==> src/rtl/ascon_result_collector_pkg.sv <==
// Shared types and default geometry for the ASCON result collector and its wrapper.
package ascon_result_collector_pkg;

  localparam int DEF_Y    = 32;
  localparam int DEF_T    = 128;
  localparam int DEF_LEAD = 2;
  localparam int DEF_GAP  = 1;

  localparam int CT_BYTES  = DEF_Y / 8;
  localparam int TAG_BYTES = DEF_T / 8;
  localparam int NB        = CT_BYTES + TAG_BYTES;

  typedef enum logic [2:0] {
    S_IDLE,
    S_LEAD,
    S_CAP_CT,
    S_SKIP,
    S_CAP_TAG,
    S_DRAIN
  } state_e;

  function automatic int nb_bytes(input int y, input int t);
    return (y / 8) + (t / 8);
  endfunction

endpackage

==> src/rtl/ascon_result_collector_byte.sv <==
// NB x 8 capture buffer: one write port, one registered read port feeding the output byte.
module ascon_byte_buffer
  import ascon_result_collector_pkg::*;
#(
  parameter int unsigned NBYTES = NB,
  parameter int unsigned AW     = $clog2(NB)
) (
  input  logic          clk,
  input  logic          rst,
  input  logic          we_i,
  input  logic [AW-1:0] waddr_i,
  input  logic [7:0]    wdata_i,
  input  logic          re_i,
  input  logic [AW-1:0] raddr_i,
  output logic [7:0]    rdata_o
);

  logic [7:0] mem_q [NBYTES];
  logic [7:0] rdata_q;

  always_ff @(posedge clk) begin
    if (!rst) begin
      for (int unsigned i = 0; i < NBYTES; i++) begin
        mem_q[i] <= '0;
      end
      rdata_q <= '0;
    end else begin
      if (we_i) begin
        mem_q[waddr_i] <= wdata_i;
      end
      if (re_i) begin
        rdata_q <= mem_q[raddr_i];
      end
    end
  end

  assign rdata_o = rdata_q;

endmodule

==> src/rtl/ascon_result_collector.sv <==
// Captures ciphertext and tag bytes from the wrapper's serial result port after each
// completion and replays them on a valid/ready byte stream with last/tag markers.
module ascon_result_collector
  import ascon_result_collector_pkg::*;
#(
  parameter int Y    = DEF_Y,
  parameter int T    = DEF_T,
  parameter int LEAD = DEF_LEAD,
  parameter int GAP  = DEF_GAP
) (
  input  logic       clk,
  input  logic       rst,
  input  logic       enc_ready_i,
  output logic       rd_req_o,
  input  logic [7:0] res_byte_i,
  output logic [7:0] m_data_o,
  output logic       m_valid_o,
  input  logic       m_ready_i,
  output logic       m_last_o,
  output logic       m_is_tag_o,
  output logic       busy_o,
  output logic       err_o
);

  localparam int CTB    = Y / 8;
  localparam int NBYTES = nb_bytes(Y, T);
  localparam int CW     = $clog2(NBYTES) + 1;
  localparam int AW     = $clog2(NBYTES);
  localparam int DW     = $clog2(LEAD + GAP + 1) + 1;

  state_e        state_q;
  logic [CW-1:0] idx_q;
  logic [CW-1:0] rd_q;
  logic [DW-1:0] cnt_q;
  logic          rd_req_q;
  logic          m_valid_q;
  logic          m_last_q;
  logic          m_is_tag_q;
  logic          err_q;
  logic          rearm_q;

  logic          hs;
  logic          ct_done;
  logic          tag_done;
  logic          rd_last;
  logic          cap_we;
  logic          rd_load;
  logic [CW-1:0] rd_nxt;
  logic [AW-1:0] rd_addr;

  // The read port is registered, so it is addressed with the index the drain will
  // present next cycle: byte 0 on the final tag capture, rd+1 on each accepted handshake.
  always_comb begin
    hs       = m_valid_q && m_ready_i;
    ct_done  = (idx_q == CW'(CTB - 1));
    tag_done = (idx_q == CW'(NBYTES - 1));
    rd_last  = (rd_q == CW'(NBYTES - 1));
    rd_nxt   = rd_q + CW'(1);
    cap_we   = enc_ready_i && ((state_q == S_CAP_CT) || (state_q == S_CAP_TAG));
    rd_load  = 1'b0;
    rd_addr  = '0;
    if ((state_q == S_CAP_TAG) && enc_ready_i && tag_done) begin
      rd_load = 1'b1;
    end else if ((state_q == S_DRAIN) && hs && !rd_last) begin
      rd_load = 1'b1;
      rd_addr = rd_nxt[AW-1:0];
    end
  end

  always_ff @(posedge clk) begin
    if (!rst) begin
      state_q    <= S_IDLE;
      idx_q      <= '0;
      rd_q       <= '0;
      cnt_q      <= '0;
      rd_req_q   <= 1'b0;
      m_valid_q  <= 1'b0;
      m_last_q   <= 1'b0;
      m_is_tag_q <= 1'b0;
      err_q      <= 1'b0;
      rearm_q    <= 1'b1;
    end else begin
      rd_req_q <= 1'b0;
      if (!enc_ready_i) begin
        rearm_q <= 1'b1;
      end
      case (state_q)
        S_IDLE: begin
          if (enc_ready_i && rearm_q) begin
            rd_req_q <= 1'b1;
            err_q    <= 1'b0;
            rearm_q  <= 1'b0;
            cnt_q    <= DW'(LEAD - 1);
            state_q  <= S_LEAD;
          end
        end
        S_LEAD: begin
          if (!enc_ready_i) begin
            err_q   <= 1'b1;
            state_q <= S_IDLE;
          end else if (cnt_q == '0) begin
            idx_q   <= '0;
            state_q <= S_CAP_CT;
          end else begin
            cnt_q <= cnt_q - DW'(1);
          end
        end
        S_CAP_CT: begin
          if (!enc_ready_i) begin
            err_q   <= 1'b1;
            state_q <= S_IDLE;
          end else begin
            idx_q <= idx_q + CW'(1);
            if (ct_done) begin
              if (GAP > 0) begin
                cnt_q   <= DW'(GAP - 1);
                state_q <= S_SKIP;
              end else begin
                state_q <= S_CAP_TAG;
              end
            end
          end
        end
        S_SKIP: begin
          if (!enc_ready_i) begin
            err_q   <= 1'b1;
            state_q <= S_IDLE;
          end else if (cnt_q == '0) begin
            state_q <= S_CAP_TAG;
          end else begin
            cnt_q <= cnt_q - DW'(1);
          end
        end
        S_CAP_TAG: begin
          if (!enc_ready_i) begin
            err_q   <= 1'b1;
            state_q <= S_IDLE;
          end else if (tag_done) begin
            // Byte 0 is always ciphertext and never last, since both fields are non-empty.
            rd_q       <= '0;
            m_valid_q  <= 1'b1;
            m_is_tag_q <= 1'b0;
            m_last_q   <= 1'b0;
            state_q    <= S_DRAIN;
          end else begin
            idx_q <= idx_q + CW'(1);
          end
        end
        S_DRAIN: begin
          if (hs) begin
            if (rd_last) begin
              m_valid_q  <= 1'b0;
              m_last_q   <= 1'b0;
              m_is_tag_q <= 1'b0;
              state_q    <= S_IDLE;
            end else begin
              rd_q       <= rd_nxt;
              m_is_tag_q <= (rd_nxt >= CW'(CTB));
              m_last_q   <= (rd_nxt == CW'(NBYTES - 1));
            end
          end
        end
        default: state_q <= S_IDLE;
      endcase
    end
  end

  ascon_byte_buffer #(
    .NBYTES(NBYTES),
    .AW    (AW)
  ) u_buf (
    .clk    (clk),
    .rst    (rst),
    .we_i   (cap_we),
    .waddr_i(idx_q[AW-1:0]),
    .wdata_i(res_byte_i),
    .re_i   (rd_load),
    .raddr_i(rd_addr),
    .rdata_o(m_data_o)
  );

  assign rd_req_o   = rd_req_q;
  assign m_valid_o  = m_valid_q;
  assign m_last_o   = m_last_q;
  assign m_is_tag_o = m_is_tag_q;
  assign err_o      = err_q;
  assign busy_o     = (state_q != S_IDLE);

endmodule

==> config.mk <==
export PLATFORM = sky130hd
export DESIGN_NAME = ascon_result_collector
export DESIGN_NICKNAME = d
export VERILOG_FILES = /design/src/rtl/ascon_result_collector_pkg.sv /design/src/rtl/ascon_result_collector_byte.sv /design/src/rtl/ascon_result_collector.sv
export SDC_FILE = /design/constraint.sdc
export NUM_CORES = 1
export LEC_CHECK = 0
export CAP_MARGIN = 20
export CORE_MARGIN = 5
export CORE_UTILIZATION = 50
export CTS_CLUSTER_DIAMETER = 60
export CTS_CLUSTER_SIZE = 8
export DETAILED_ROUTE_END_ITERATION = 10
export DONT_BUFFER_PORTS = 1
export PLACE_DENSITY = 0.63
export SYNTH_ARGS = -nofsm -noshare
export SYNTH_HDL_FRONTEND = slang
export SYNTH_SLANG_ARGS = --single-unit
==> constraint.sdc <==
create_clock -name clk -period 6.8 [get_ports clk]
set_clock_uncertainty 0.15 [all_clocks]
set_input_delay 1.7 -clock clk [delete_from_list [all_inputs] [get_ports clk]]
set_output_delay 1.7 -clock clk [all_outputs]
set_load 0.03 [all_outputs]
==> run metrics <==
status finished, final reports clean; Synth Cell Area 13200 um^2; Setup Crit Path Kind reg -> reg; worst slew pin tran 1110 ps; Syn-to-layout area delta 10.5%; io pins 26; largest net degree at the start of global routing 57; crit path max fanout 43; drt wl/cell 24.0 um; cts hold-fix bufs 0; DRC 0; # clock sinks 288; largest family of logic cells by synthesized area simple AND/OR/NAND/NOR gates; Post-Synth Simple-Gate Area 19.5%; crit-path max cell delay 970 ps; post-cts resize count 0; switching portion of total power 20.6%; RSZ-0062 raised after global routing no; Max VDD drop 250 uV; Synth Area in Compound Gates 9.09%; Cell Rows 59; Die Footprint 29700 um^2; CTS tree done; cell leakage power 4.97 nW; Comb power frac 3.1%; clock network fraction of design power 47.2%; FF+latch count, synth 288; Worst R2R Setup Slack 2140 ps; Final Setup Violations 0; Ys Warns 0; asr flop ratio synth 0%; DR iter-0 viols 968; mux contribution to synthesized area 3.53%; cell area after layout 14600 um^2; Seq pwr share 49.8%; register area 8330 um^2; endpoints failing hold 0; initial antenna violation count 1; Fin Setup TNS 0 ps; Layout Utilization 56.0%; multi-input logic area 4470 um^2; crit start category flop; Port Buffers 0; Hold Crit Class reg -> reg; post-route setup slack 2140 ps; Non-Filler Instances 1466; diode count 0; Internal Power 3.17 mW; Vias/cell 6.11; CP required 7030 ps; total power 4.00 mW; Die Height 172 um; detailed-route via count 8956; CP Capture Type flop; area share of fa/ha/maj cells after synthesis 0.836%; fin. max-slew vios 0; gr ovfl total 0; Syn Nets 1147; Final GP Congestion 0.899; vias in the first global route 8518; CORE AREA 26000 um^2; Cell Area, Placed 13300 um^2; post-synth cell types 69; period utilization 68.6%; Antenna Nets Post-Route 0; root buf cell clkbuf_16; number of setup buffers added after CTS 0; Cells after DPL 1394; Post-Synth XOR/XNOR Area 0.931%; crit path buf inv count 2; Seq/Total Area, Yosys 63.2%; worst skew pair latency 520 ps; layout cells sized above 1 7.43%; Final Critical Period 4660 ps; cts bufs inserted 42; H-Tree Depth 2; max cap viols 0; Synth Instances 1127; CP max stage cell dfxtp_1; number of flops mapped to enable cells by yosys 256; count of nets after finishing 1135; Detailed Routing Iterations Pass 1 5; Net Sw Power 824 uW; fmax 214 MHz; worst hold slack 335 ps; DP HPWL 22100 um; post-synthesis average cell area 11.7 um^2; Starting Density 50.7%; Most used DFF post-synth edfxtp_1; Clock Path Buffers 3; Tot GR Track Use 23.5%; Die Width 172 um; final WL 35200 um; Fill cells 2148; WP data arrival 4890 ps; dpl ws 2220 ps; clock-pin slew on the worst setup and hold paths 50 ps; worst path cell trace inv_1 > ha_1 > and4bb_2 > o211a_4 > buf_4 > mux2i_1 > a32oi_1 > nand4_1 > a21boi_0 > o221ai_1; first-pass GRT wire length 52100 um; Relative slew margins 25.4%; Crit path max-delay family compound AO/OA/AOI/OAI gates; pwr/cell area 275 nW/um^2
-- synthesized netlist by cell type (2+ instances only) --
cell type / n / area share, %
a31o_2: 2 / 0.13
a21o_1: 2 / 0.11
ha_1: 8 / 0.76
o22a_1: 2 / 0.13
mux2i_1: 42 / 3.2
nand4_1: 16 / 0.76
o31ai_1: 3 / 0.17
dfxtp_1: 32 / 4.9
nor2b_1: 14 / 0.66
a21boi_0: 3 / 0.17
nor4_1: 6 / 0.28
a211oi_1: 12 / 0.68
nand3_1: 38 / 1.4
and3_1: 8 / 0.38
a32oi_1: 7 / 0.47
mux2_2: 4 / 0.34
or3b_2: 2 / 0.13
xnor2_1: 7 / 0.47
edfxtp_1: 256 / 58
o21ai_0: 48 / 1.8
clkbuf_1: 49 / 1.4
a31oi_1: 16 / 0.76
or2_2: 2 / 0.095
nor3_1: 18 / 0.68
a22oi_1: 2 / 0.11
a32o_1: 7 / 0.53
inv_1: 8 / 0.23
buf_2: 23 / 0.87
o2111ai_1: 2 / 0.13
o2bb2ai_1: 2 / 0.13
nand3b_1: 3 / 0.17
nand2_1: 131 / 3.7
or3_1: 6 / 0.28
nand2b_1: 6 / 0.28
o211ai_1: 4 / 0.23
nor2_1: 71 / 2.0
and2_1: 165 / 7.8
o221ai_1: 2 / 0.13
buf_6: 2 / 0.17
o22ai_1: 22 / 1.0
a2111oi_0: 2 / 0.13
xor2_1: 7 / 0.47
a21oi_1: 39 / 1.5
-- registers in the layout (all words and copies together), names as in the netlist --
name	flops
cnt_q	3
err_o	1
idx_q	6
m_is_tag_o	1
m_last_o	1
m_valid_o	1
rd_q	6
rd_req_o	1
rearm_q	1
state_q	3
u_buf.mem_q	256
u_buf.rdata_o	8
-- tightest hold or removal path: cells and delay by family, from the launching register on --
kind,cells,cell delay [ps]
DFF,1,320
and+or+nand+nor,2,110
-- cell families after synthesis --
family | after synthesis
XOR/XNOR | 14
AND/OR/NAND/NOR | 496
multiplexers | 46
buffers and inverters | 87
flip-flops | 288
adder cells (fa/ha/maj) | 9
AO/OA/AOI/OAI | 187
-- per-layer routing --
metal / global-route usage [%] / wire, um / up-vias
met1: 33.4 / 15000 / 4339
met2: 36.7 / 16000 / 439
met4: 8.30 / 1300 / 2
met3: 4.21 / 2880 / 101
met5: 0 / 11 / -
li1: - / - / 4075
-- power groups by stage --
stage	combinational [mW]	clock, mW	sequential, mW
after global routing	0.138	1.97	1.99
after detailed placement	0.119	0	2.02
after CTS	0.119	1.90	1.99
final	0.123	1.89	1.99
after floorplan	0.104	0	2.01
after global placement	0.117	0	2.02
-- worst paths after layout --
| kind | start | endpoint | cells past startpoint |
|---|---|---|---|
| setup / recovery | rd_q[0]$_SDFFE_PN0P_ | u_buf.rdata_o[1]$_SDFFE_PN0P_ | 10 |
| hold / removal | rearm_q$_SDFF_PN1_ | rd_req_o$_SDFF_PN0_ | 2 |
| setup reg to reg | rd_q[0]$_SDFFE_PN0P_ | u_buf.rdata_o[1]$_SDFFE_PN0P_ | 10 |
| hold reg to reg | rearm_q$_SDFF_PN1_ | rd_req_o$_SDFF_PN0_ | 2 |
-- final cells by class --
class                      count  area share [%]
clock inverter                 2           0.318
clock buffer                  58            7.70
tap                          335            2.88
sequential                   288            57.2
timing repair buffer          22           0.963
inverter                       9           0.232
multi-input combinational    752            30.7
-- cell usage in the layout, fill, tap and decap left out, types with 9 or more instances in the layout --
master / netlist / layout
nand2_1: 131 / 131
clkbuf_1: 49 / 15
nor3_1: 18 / 18
edfxtp_1: 256 / 256
a211oi_1: 12 / 12
buf_4: 1 / 10
a21oi_1: 39 / 39
dfxtp_1: 32 / 32
o21ai_0: 48 / 48
mux2i_1: 42 / 42
nand4_1: 16 / 16
o22ai_1: 22 / 22
a31oi_1: 16 / 16
nor2b_1: 14 / 14
and2_1: 165 / 165
nor2_1: 71 / 71
buf_2: 23 / 9
nand3_1: 38 / 38
clkbuf_16: 0 / 42
Note: power is estimated with default switching activity, not from simulation.
